**src/rtl/red_ghost.sv**
```systemverilog
// Red ghost sprite controller: holds centre position, steps once per frame tick
// and picks a fresh direction from an LFSR whenever the path ahead is blocked.
//
// state | meaning
// IDLE  | parked at start position, waiting for any key press
// CHASE | moving one STEP per frame tick, re-routing on walls and screen edges
module red_ghost #(
  parameter logic [9:0] START_X = 10'd320,
  parameter logic [9:0] START_Y = 10'd200,
  parameter logic [9:0] SIZE    = 10'd6,
  parameter logic [9:0] STEP    = 10'd1,
  parameter logic [9:0] X_MIN   = 10'd0,
  parameter logic [9:0] X_MAX   = 10'd639,
  parameter logic [9:0] Y_MIN   = 10'd0,
  parameter logic [9:0] Y_MAX   = 10'd479
) (
  input  logic       Clk,
  input  logic       Reset,
  input  logic       frame_clk,
  input  logic [7:0] keycode,
  input  logic       lifeDown,
  input  logic       restart,
  input  logic [4:0] mapL,
  input  logic [4:0] mapR,
  input  logic [4:0] mapT,
  input  logic [4:0] mapB,
  output logic [9:0] redghostX,
  output logic [9:0] redghostY,
  output logic [9:0] redghostS
);

  typedef enum logic {IDLE, CHASE} state_t;

  localparam logic [1:0] DIR_LEFT  = 2'd0;
  localparam logic [1:0] DIR_RIGHT = 2'd1;
  localparam logic [1:0] DIR_UP    = 2'd2;
  localparam logic [1:0] DIR_DOWN  = 2'd3;

  localparam logic [10:0] LO_X = {1'b0, X_MIN} + {1'b0, SIZE} + {1'b0, STEP};
  localparam logic [10:0] LO_Y = {1'b0, Y_MIN} + {1'b0, SIZE} + {1'b0, STEP};
  localparam logic [10:0] REACH = {1'b0, SIZE} + {1'b0, STEP};

  state_t     state, state_n;
  logic [1:0] dir, dir_n;
  logic [9:0] pos_x_n, pos_y_n;
  logic [3:0] lfsr;
  logic       frame_q;
  logic       tick;
  logic [3:0] blk;
  logic [10:0] x_wide, y_wide;
  logic [1:0] pick, cand;
  logic       found;

  assign redghostS = SIZE;
  assign tick      = frame_clk & ~frame_q;
  assign x_wide    = {1'b0, redghostX};
  assign y_wide    = {1'b0, redghostY};

  // Widened compares so the edge bounds never wrap near zero or the far limit.
  assign blk[DIR_LEFT]  = (mapL != 5'd0) || (x_wide < LO_X);
  assign blk[DIR_RIGHT] = (mapR != 5'd0) || (x_wide + REACH > {1'b0, X_MAX});
  assign blk[DIR_UP]    = (mapT != 5'd0) || (y_wide < LO_Y);
  assign blk[DIR_DOWN]  = (mapB != 5'd0) || (y_wide + REACH > {1'b0, Y_MAX});

  always_ff @(posedge Clk or negedge Reset) begin
    if (!Reset) begin
      state     <= IDLE;
      dir       <= DIR_LEFT;
      redghostX <= START_X;
      redghostY <= START_Y;
      lfsr      <= 4'b1001;
      frame_q   <= 1'b0;
    end else begin
      state     <= state_n;
      dir       <= dir_n;
      redghostX <= pos_x_n;
      redghostY <= pos_y_n;
      lfsr      <= {lfsr[2:0], lfsr[3] ^ lfsr[2]};
      frame_q   <= frame_clk;
    end
  end

  // First open direction, scanning upward from a random start.
  always_comb begin
    pick  = dir;
    found = 1'b0;
    cand  = lfsr[1:0];
    for (int i = 0; i < 4; i++) begin
      cand = lfsr[1:0] + 2'(i);
      if (!found && !blk[cand]) begin
        pick  = cand;
        found = 1'b1;
      end
    end
  end

  always_comb begin
    state_n = state;
    dir_n   = dir;
    pos_x_n = redghostX;
    pos_y_n = redghostY;
    if (restart) begin
      state_n = IDLE;
      dir_n   = DIR_LEFT;
      pos_x_n = START_X;
      pos_y_n = START_Y;
    end else if (lifeDown) begin
      dir_n   = DIR_LEFT;
      pos_x_n = START_X;
      pos_y_n = START_Y;
    end else begin
      case (state)
        IDLE: begin
          if (keycode != 8'd0) state_n = CHASE;
        end
        CHASE: begin
          if (tick) begin
            if (!blk[dir]) begin
              case (dir)
                DIR_LEFT:  pos_x_n = redghostX - STEP;
                DIR_RIGHT: pos_x_n = redghostX + STEP;
                DIR_UP:    pos_y_n = redghostY - STEP;
                default:   pos_y_n = redghostY + STEP;
              endcase
            end else if (found) begin
              dir_n = pick;
            end
          end
        end
        default: state_n = IDLE;
      endcase
    end
  end

endmodule

```
**config.mk**
```make
export PLATFORM = sky130hd
export DESIGN_NAME = red_ghost
export DESIGN_NICKNAME = d
export VERILOG_FILES = /design/src/rtl/red_ghost.sv
export SDC_FILE = /design/constraint.sdc
export NUM_CORES = 1
export LEC_CHECK = 0
export ABC_AREA = 1
export CAP_MARGIN = 5
export CORE_ASPECT_RATIO = 1.25
export CORE_MARGIN = 2
export CORE_UTILIZATION = 52
export DETAILED_ROUTE_END_ITERATION = 7
export PLACE_DENSITY = 0.8
export SYNTH_ARGS = -nofsm -noshare
export SYNTH_HDL_FRONTEND = slang
export SYNTH_SLANG_ARGS = --single-unit
```
**constraint.sdc**
```tcl
create_clock -name Clk -period 3.2 [get_ports Clk]
set_input_delay 0.48 -clock Clk [delete_from_list [all_inputs] [get_ports Clk]]
set_output_delay 0.48 -clock Clk [all_outputs]
set_load 0.05 [all_outputs]
```
==> insert_results.sql <==
INSERT INTO impl_metrics (metric_group, metric, value, unit) VALUES
('timing', 'tns', '0', 'ps'),
('job', 'maxCapViolCount', '0', ''),
('status', 'outcome', 'finished, final reports clean', ''),
('cells_and_area', 'layout.cells.most_common_list', '89 x sky130_fd_sc_hd__nand2_1, 52 x sky130_fd_sc_hd__clkdlybuf4s50_1, 47 x sky130_fd_sc_hd__nand3_1', ''),
('die', 'chipWidth', '69.6', 'um'),
('clocking', 'cts.repair.resized', '0', ''),
('critical_path', 'timing.reg2reg.setup_slack', '560', 'ps'),
('route', 'dr.pass1.iters', '4', ''),
('critical_path', 'cp_cell_sequence', 'inv_1 -> ha_1 -> nand2_1 -> nand2_2 -> o21ai_0 -> nand2_1 -> nor2_1 -> nand2_1 -> nand3_1 -> nand3_2 -> nand2_2 -> nand3_2 -> o21ai_2 -> nor2_1 -> nand2_1 -> nand2_1', ''),
('cells_and_area', 'number_of_antenna_repair_diodes', '0', ''),
('cells_and_area', 'layout-area-overhead-vs-synth', '22.9', '%'),
('timing', 'rsz_0062_raised_after_global_routing', 'false', ''),
('timing', 'clock-skew-final', '5.48', 'ps'),
('cells_and_area', 'drive_gt1_share', '11.9', '%'),
('cells_and_area', 'mostFrequentLayoutCell', 'sky130_fd_sc_hd__nand2_1', ''),
('route', 'route.final.wire_length', '6840', 'um'),
('logic_synthesis', 'ys_types', '39', ''),
('route', 'avg_wl_per_cell', '13.5', 'um'),
('route', 'antenna_viol_nets_final', '0', ''),
('critical_path', 'critical_path.max_fanout', '8', ''),
('route', 'drtIter0Drc', '184', ''),
('place', 'number_of_i_o_port_buffers', '52', ''),
('place', 'detailed_place_hpwl', '5380', 'um'),
('route', 'dr_total_vias', '2746', ''),
('timing', 'max_clock_freq', '379', 'MHz'),
('clocking', 'htree_levels', '1', ''),
('hold_path', 'worst_hold_path_type', 'register to register', ''),
('timing', 'max_slew.worst_pin.slew', '561', 'ps'),
('clocking', 'cts.sinks', '28', ''),
('clocking', 'buffers_inserted_during_post_cts_setup_optimization', '0', ''),
('timing', 'finalCritPeriodShare', '82.5', '%'),
('clocking', 'cts_inserted_buffers', '3', ''),
('die', 'starting_density_of_the_core', '54.6', '%'),
('power_and_ir_drop', 'vdd.ir_drop.worst', '0.169', 'mV'),
('cells_and_area', 'fin_nets', '502', ''),
('clocking', 'path_clk_slew', '100', 'ps'),
('logic_synthesis', 'syn_std_cell_area', '2790', 'um^2'),
('critical_path', 'timing.critical_path.mode_cell', 'sky130_fd_sc_hd__nand2_1', ''),
('timing', 'final_hold_viol_count', '0', ''),
('grt', 'vias_in_the_first_global_route', '2731', ''),
('clocking', 'tritoncts', 'yes', ''),
('cells_and_area', 'multi_input_area', '1860', 'um^2'),
('die', 'chipHeight', '86.0', 'um'),
('die', 'design.core.area', '5120', 'um^2'),
('critical_path', 'timing.critical_path.to_type', 'register', ''),
('grt', 'first_pass_grt_wire_length', '11800', 'um'),
('die', 'row_count', '29', ''),
('clocking', 'clk_root_buffer_cell', 'sky130_fd_sc_hd__clkbuf_8', ''),
('cells_and_area', 'seqCellArea', '709', 'um^2'),
('grt', 'grt_antenna_before_repair', '0', ''),
('grt', 'grt_start_max_net_pins', '29', ''),
('critical_path', 'required', '3380', 'ps'),
('clocking', 'cts-root-to-sink-buffers', '2', ''),
('cells_and_area', 'final-instance-count-excl-fill', '506', ''),
('timing', 'finalSetupViolations', '0', ''),
('logic_synthesis', 'yosys_warnings', '0', ''),
('timing', 'slew_viol_final', '0', ''),
('critical_path', 'timing.setup.critical_path_class', 'register to register', ''),
('clocking', 'ctsHoldBuffers', '0', ''),
('power_and_ir_drop', 'total_power', '790', 'uW'),
('power_and_ir_drop', 'pwr_density_cell', '230', 'nW/um^2'),
('critical_path', 'cp-start-kind', 'register', ''),
('place', 'gp_congestion', '0.863', ''),
('critical_path', 'worst_path_max_delay_cell', 'sky130_fd_sc_hd__dfrtp_1', ''),
('route', 'via_per_inst', '5.43', ''),
('timing', 'period_needed', '2640', 'ps'),
('logic_synthesis', 'synth.ff_latch_count', '28', ''),
('grt', 'global_route.overflow_total', '0', ''),
('timing', 'slew_headroom', '62.5', '%'),
('route', 'detail_route.drc_violations', '0', ''),
('place', 'placed_cells', '502', '');
==> layer usage <==
metal  up-vias  track usage (%)  wire length, um
li1       1388                -                -
met4         0             7.31              101
met3        10             1.88              215
met2        58             45.3             3610
met1      1290             28.2             2910
met5         -                0                0
==> synthesized netlist by cell type (all sizes together) <==
cell type,number,area [um^2]
a21oi,23,123
buf,13,96.3
clkinv,1,3.75
conb,2,7.51
dfrtp,21,526
dfstp,7,184
fa,2,40.0
ha,22,275
inv,41,154
nand2,97,389
nand3,55,323
nand4,7,50.1
nor2,30,144
nor3,7,46.3
nor3b,2,15.0
nor4,4,25.0
o211ai,2,15.0
o21ai,25,163
o22ai,5,31.3
o31ai,1,7.51
or2,3,18.8
xnor2,9,78.8
xor2,9,78.8
==> worst max-delay path: cells and delay by family, from the launching register on <==
kind | cells | cell delay (ps)
DFF | 1 | 510
adders and majority gates | 1 | 250
buffers and inverters | 1 | 150
AOI/OAI and AO/OA | 2 | 370
and+or+nand+nor | 12 | 1250
==> report_power, final <==
| part | total [uW] | switching, uW | internal, uW |
|---|---|---|---|
| Combinational | 136 | 81.0 | 55.5 |
| Sequential | 368 | 7.13 | 361 |
| Clock | 285 | 117 | 168 |
==> flip-flops by register name, indices dropped and copies added, names as in the netlist <==
name and count:
state 1, frame_q 1, lfsr 4, redghostX 10
dir 2, redghostY 10
==> per-stage QoR <==
stage | util (%) | hold WS (ps) | instance area (um^2)
floorplan | - | 184 | 2820
global route | 67.1 | 422 | 3430
global placement | 65.7 | 380 | 3360
detailed placement | 65.7 | 391 | 3360
finish | 67.1 | 407 | 3430
CTS | 67.1 | 409 | 3430
==> cell type report <==
class / instances / area share [%]
Tap cell: 62 / 2.26
Clock buffer: 3 / 1.20
Inverter: 42 / 4.59
Sequential cell: 28 / 20.7
Clock inverter: 1 / 0.874
Multi-Input combinational cell: 313 / 54.2
Timing Repair Buffer: 57 / 16.2
==> kinds of logic (layout without fill, tap and decap cells) <==
kind of cell | after synthesis | count (layout) | share of synthesized area, %
flip-flops | 28 | 28 | 25.4
other | 2 | 10 | 0.269
AND/OR/NAND/NOR | 205 | 205 | 36.2
AO/OA/AOI/OAI | 56 | 56 | 12.1
XOR/XNOR | 18 | 18 | 5.64
buffers and inverters | 55 | 103 | 9.09
adder cells (fa/ha/maj) | 24 | 24 | 11.3
==> path summary, 6_finish.rpt <==
kind | depth (start not counted) | end | start
worst max-delay path | 16 | dir[1] | redghostY[0]
worst min-delay path | 0 | lfsr[3] | lfsr[2]
min in group asynchronous | 2 | redghostX[0] | Reset
max in group asynchronous | 2 | lfsr[3] | Reset
worst max register to register | 16 | dir[1] | redghostY[0]
worst min register to register | 0 | lfsr[3] | lfsr[2]
(Power assumes the default switching activity.)
